### config.mk
export PLATFORM = sky130hd
export DESIGN_NAME = serial_add_collector_flat
export DESIGN_NICKNAME = d
export VERILOG_FILES = /design/src/rtl/serial_add_collector_if.sv /design/src/rtl/serial_add_collector.sv /design/src/flat_wrapper.sv
export SDC_FILE = /design/constraint.sdc
export NUM_CORES = 1
export LEC_CHECK = 0
export BUFFER_PORTS_ARGS = -buffer_cell sky130_fd_sc_hd__clkbuf_2
export CAP_MARGIN = 30
export CORE_ASPECT_RATIO = 1.2
export CORE_UTILIZATION = 45
export CTS_CLUSTER_SIZE = 12
export DETAILED_ROUTE_END_ITERATION = 6
export PLACE_DENSITY_LB_ADDON = 0.1
export SLEW_MARGIN = 5
export SYNTH_ARGS = -nofsm -noshare
export SYNTH_HDL_FRONTEND = slang
export SYNTH_SLANG_ARGS = --single-unit
### constraint.sdc
create_clock -name clk -period 1.55 [get_ports clk]
set_clock_uncertainty 0.2 [all_clocks]
set_input_delay 0.155 -clock clk [delete_from_list [all_inputs] [get_ports clk]]
set_output_delay 0.155 -clock clk [all_outputs]
set_load 0.01 [all_outputs]
### src/rtl/serial_add_collector_if.sv
// Bit-pair input and result output bundle for the serial add collector.
// Carries the start pulse, input handshake, output handshake and status flags.
interface serial_add_collector_if #(
    parameter int WIDTH = 8
);
    logic             start;
    logic             in_valid;
    logic             in_ready;
    logic             ha_sum;
    logic             ha_carry;
    logic             out_valid;
    logic             out_ready;
    logic [WIDTH:0]   result;
    logic             busy;
    logic             err;

    modport master (
        output start, in_valid, ha_sum, ha_carry, out_ready,
        input  in_ready, out_valid, result, busy, err
    );

    modport slave (
        input  start, in_valid, ha_sum, ha_carry, out_ready,
        output in_ready, out_valid, result, busy, err
    );
endinterface

### src/rtl/serial_add_collector.sv
// Downstream half of a bit-serial full adder: folds a registered carry into
// half-adder sum/carry pairs (LSB first) and presents the WIDTH+1 bit sum.
module serial_add_collector #(
    parameter int WIDTH = 8
) (
    input logic clk,
    input logic rst,
    serial_add_collector_if.slave bus
);
    localparam int CW = $clog2(WIDTH);

    typedef enum logic [1:0] {
        IDLE  = 2'd0,
        ACCUM = 2'd1,
        DONE  = 2'd2
    } state_e;

    state_e         state_q, state_d;
    logic           carry_q, carry_d;
    logic [WIDTH-1:0] shift_q, shift_d;
    logic [WIDTH:0] result_q, result_d;
    logic [CW-1:0]  count_q, count_d;
    logic           err_q, err_d;

    logic           s_bit;
    logic           carry_nx;
    logic           last;

    always_comb begin
        state_d  = state_q;
        carry_d  = carry_q;
        shift_d  = shift_q;
        result_d = result_q;
        count_d  = count_q;
        err_d    = err_q;

        s_bit    = bus.ha_sum ^ carry_q;
        carry_nx = bus.ha_carry | (bus.ha_sum & carry_q);
        last     = (count_q == CW'(WIDTH - 1));

        unique case (state_q)
            IDLE: begin
                if (bus.start) begin
                    carry_d = 1'b0;
                    shift_d = '0;
                    count_d = '0;
                    err_d   = 1'b0;
                    state_d = ACCUM;
                end
            end
            ACCUM: begin
                // A start here restarts the operation and drops any pair.
                if (bus.start) begin
                    carry_d = 1'b0;
                    shift_d = '0;
                    count_d = '0;
                    err_d   = 1'b0;
                end else if (bus.in_valid) begin
                    carry_d = carry_nx;
                    shift_d = {s_bit, shift_q[WIDTH-1:1]};
                    count_d = count_q + 1'b1;
                    if (bus.ha_sum && bus.ha_carry) begin
                        err_d = 1'b1;
                    end
                    if (last) begin
                        result_d = {carry_nx, s_bit, shift_q[WIDTH-1:1]};
                        count_d  = '0;
                        state_d  = DONE;
                    end
                end
            end
            DONE: begin
                if (bus.out_ready) begin
                    state_d = IDLE;
                end
            end
            default: begin
                state_d = IDLE;
            end
        endcase
    end

    always_ff @(posedge clk) begin
        if (rst) begin
            state_q  <= IDLE;
            carry_q  <= 1'b0;
            shift_q  <= '0;
            result_q <= '0;
            count_q  <= '0;
            err_q    <= 1'b0;
        end else begin
            state_q  <= state_d;
            carry_q  <= carry_d;
            shift_q  <= shift_d;
            result_q <= result_d;
            count_q  <= count_d;
            err_q    <= err_d;
        end
    end

    assign bus.in_ready  = (state_q == ACCUM);
    assign bus.out_valid = (state_q == DONE);
    assign bus.busy      = (state_q != IDLE);
    assign bus.result    = result_q;
    assign bus.err       = err_q;
endmodule

### src/flat_wrapper.sv
// flat-port wrapper written by rule: the top's interface ports become plain ports
module serial_add_collector_flat 
#(
    parameter int WIDTH = 8
)
  (clk, rst, bus_start, bus_in_valid, bus_ha_sum, bus_ha_carry, bus_out_ready, bus_in_ready, bus_out_valid, bus_result, bus_busy, bus_err);
  serial_add_collector_if #(.WIDTH(WIDTH)) bus_i ();
  input logic clk;
  input logic rst;
  input wire logic [$bits(bus_i.start)-1:0] bus_start;
  input wire logic [$bits(bus_i.in_valid)-1:0] bus_in_valid;
  input wire logic [$bits(bus_i.ha_sum)-1:0] bus_ha_sum;
  input wire logic [$bits(bus_i.ha_carry)-1:0] bus_ha_carry;
  input wire logic [$bits(bus_i.out_ready)-1:0] bus_out_ready;
  output wire logic [$bits(bus_i.in_ready)-1:0] bus_in_ready;
  output wire logic [$bits(bus_i.out_valid)-1:0] bus_out_valid;
  output wire logic [$bits(bus_i.result)-1:0] bus_result;
  output wire logic [$bits(bus_i.busy)-1:0] bus_busy;
  output wire logic [$bits(bus_i.err)-1:0] bus_err;
  assign bus_i.start = bus_start;
  assign bus_i.in_valid = bus_in_valid;
  assign bus_i.ha_sum = bus_ha_sum;
  assign bus_i.ha_carry = bus_ha_carry;
  assign bus_i.out_ready = bus_out_ready;
  assign bus_in_ready = bus_i.in_ready;
  assign bus_out_valid = bus_i.out_valid;
  assign bus_result = bus_i.result;
  assign bus_busy = bus_i.busy;
  assign bus_err = bus_i.err;
  serial_add_collector #(.WIDTH(WIDTH)) u_core (.clk(clk), .rst(rst), .bus(bus_i));
endmodule
==> summary.md <==
| Metric | Value |
|---|---|
| Layout Cells excl Fill | `160` |
| Worst hold margin | `0.0405 ns` |
| Via count | `784` |
| Arrival @ worst endpoint | `1.69 ns` |
| Cells along the critical path | `ha_4 > ha_4 > nand2b_4 > or4b_1 > a21oi_1` |
| Worst Setup Path Type | `register to register` |
| Async S/R FF share, synth | `0%` |
| Total power | `965 uW` |
| Area leader, netlist | `dfxtp_1` |
| Synth top area share | `47.2%` |
| Yosys cell types | `25` |
| Post-synthesis sequential area ratio | `47.2%` |
| Hpwl dp | `1410 um` |
| Sink Count | `23` |
| Critical path's largest stage delay | `0.46 ns` |
| Pin slew with the least headroom to its limit | `0.409 ns` |
| Starting Density | `47.6%` |
| Syn Nets | `106` |
| Synth cell count leaders | `dfxtp_1, nand2b_1, mux2i_1` |
| GP Congestion | `0.725` |
| Syn_area_per_cell | `10.2 sq um` |
| Placed cells | `151` |
| Total core area | `2050 sq um` |
| Buf/Inv on CP | `0` |
| IR drop worst, VDD | `0.563 mV` |
| Pwr Density | `742 nW/um^2` |
| GRT Util Overall | `18.4%` |
| Residual DRC | `0` |
| Hold Fails Final Rpt | `0` |
| Mapped Cells | `96` |
| Hold WC Path Type | `input pin to register` |
| FP Rows | `18` |
| Critical Path End Type | `register` |
| CTS tree | `done` |
| Crit path max fanout | `3` |
| Critical path's top delay family | `simple AND/OR/NAND/NOR gates` |
| Fillers | `166` |
| FF/Latch Area | `465 sq um` |
| Count leader, synth | `dfxtp_1` |
| Clock buffer depth | `2` |
| Die area | `2360 sq um` |
| Top FF cell, synth | `dfxtp_1` |
| Share of layout cells above drive strength 1 | `36.2%` |
| FF-to-FF setup slack | `-0.1 ns` |
| 1st-pass router iterations | `4` |
| Die W | `44.5 um` |
| Antenna diodes | `0` |
| Pleak | `0.000506 uW` |
| Fin util | `63.4%` |
| DIE HEIGHT | `53.0 um` |
| Slew margin rel. | `72.7%` |
| Worst skew pair latency | `0.30 ns` |
| Yosys reg bits | `23` |
| Req. time, crit path | `1.59 ns` |
| H-Tree Level Count | `1` |
| Post-synth EDFFs | `0` |
| First-pass GRT wire length | `3210 um` |
| Mapped Area | `976 sq um` |
| Vias/cell | `4.90` |
| Fmax | `607 MHz` |
| Violated checks | `negative setup slack` |
| Detailed Route Iter0 Violations | `5` |
| Buffers added on ports | `19` |
| Setup slack after layout | `-0.0980 ns` |
| CTS clk-pin slew, worst paths | `0.12 ns` |
| Initial antenna violation count | `0` |
| Nets | `141` |
| Outcome | `complete, but fails checks` |
| Synth area leaders | `dfxtp_1, nand2b_1, mux2i_1` |
| Slowest cell on the critical path | `or4b_1` |
| Area Growth Syn to Fin | `33.2%` |
| Multi-input combinational cell area | `532 sq um` |
| Routed Antenna Nets | `0` |
| Crit path time final | `1.65 ns` |
| Final setup viols | `2` |
| Unrepaired setup endpoints after global routing | `true` |
| Total gr overflow | `0` |
| Drt total wl | `1930 um` |
| Most used cell, CP | `ha_4` |
| Clock Root Buffer | `clkbuf_4` |
| Vias in the first global route | `744` |
| YS warnings | `0` |
| Max Slew Vio Count | `0` |
| Startpoint types | `register` |
| CTS Buf Count | `3` |
| MaxCap Viol Count | `0` |
| Final Cycle Share | `106%` |
| Largest net degree at the start of global routing | `14` |
| Routed length per instance | `12.0 um` |
| Top-level I/O count | `20` |
## stage by stage
stage	TNS (ns)	worst slack, ns	instance area (sq um)
6_report	-0.115	-0.0980	1300
5_1_grt	-0.206	-0.149	1300
4_1_cts	-0.136	-0.114	1290
2_1_floorplan	-0.0259	-0.0259	1000
3_5_place_dp	-0.732	-0.0843	1200
3_3_place_gp	-0.312	-0.0516	1200
## layer usage
metal | share of wire, % | global-route usage (%) | routed length, um
met1 | 46 | 23.3 | 889
met2 | 51 | 31.4 | 975
met5 | 0 | 0 | 0
met3 | 2.4 | 2.05 | 46
met4 | 0.73 | 7.58 | 14
## final timing paths
path / end / from / depth (start not counted)
hold reg to reg: u_core.bus.result[5]$_SDFFE_PP0P_ / u_core.bus.result[5]$_SDFFE_PP0P_ / 2
setup / recovery: u_core.count_q[1]$_SDFFE_PP0P_ / u_core.count_q[0]$_SDFFE_PP0P_ / 5
hold / removal: u_core.state_q[1]$_SDFFE_PP0P_ / bus_in_valid / 3
setup reg to reg: u_core.count_q[1]$_SDFFE_PP0P_ / u_core.count_q[0]$_SDFFE_PP0P_ / 5
## sequential cells by signal (all words and copies together), names as in the netlist
signal and cells:
u_core.count_q 3, u_core.carry_q 1, u_core.shift_q 7, u_core.state_q 2, u_core.bus.result 9, u_core.bus.err 1
## cell type report
| class | instances | area share (%) |
|---|---|---|
| clock buffer | 4 | 2.02 |
| inverter | 2 | 0.577 |
| timing repair buffer | 35 | 17.8 |
| tap | 30 | 2.89 |
| multi-input combinational | 66 | 40.9 |
| sequential | 23 | 35.8 |
## repair_timing
action                                  4_1_cts  5_1_grt
endpoints found under the setup margin       11        7
resized for setup                             5        3
hold buffers                                  4        0
buffers inserted                              2        0
pin swaps                                     1        2
endpoints found under the hold margin         4        0
## cells in the final DEF, fill, tap and decap left out, types with 2 or more instances in the layout
cell type      count
dfxtp_1           19
dlygate4sd3_1      4
dfxtp_2            4
inv_1              2
buf_4             12
o21ai_0            3
ha_4               2
nand2b_1          20
or4b_1             2
mux2i_1           10
a21oi_1            4
clkbuf_2          18
o22ai_1            7
clkbuf_4           3
## where the power goes
group	leakage, uW	total [uW]	switching, uW	internal [uW]
combinational	0.000304	96.0	43.4	52.6
sequential	0.000187	599	2.84	596
clock	0.0000150	270	170	100
## cells by family (layout without fill, tap and decap cells)
family                     Yosys count  after routing  share of synthesized area (%)
and+or+nand+nor                     35             35                           24.5
DFF                                 23             23                           47.2
AOI/OAI and AO/OA                   18             18                           11.2
muxes                               10             10                           10.3
buffers and inverters                7             41                           3.08
adders and majority gates            3              3                           3.85
## worst register-to-register path: cells and delay by family (launching register included)
family / cells / cell delay (ns)
AOI/OAI and AO/OA: 1 / 0.13
adders and majority gates: 2 / 0.32
DFF: 1 / 0.36
and+or+nand+nor: 2 / 0.58
Power figures use the tool's default switching activity.
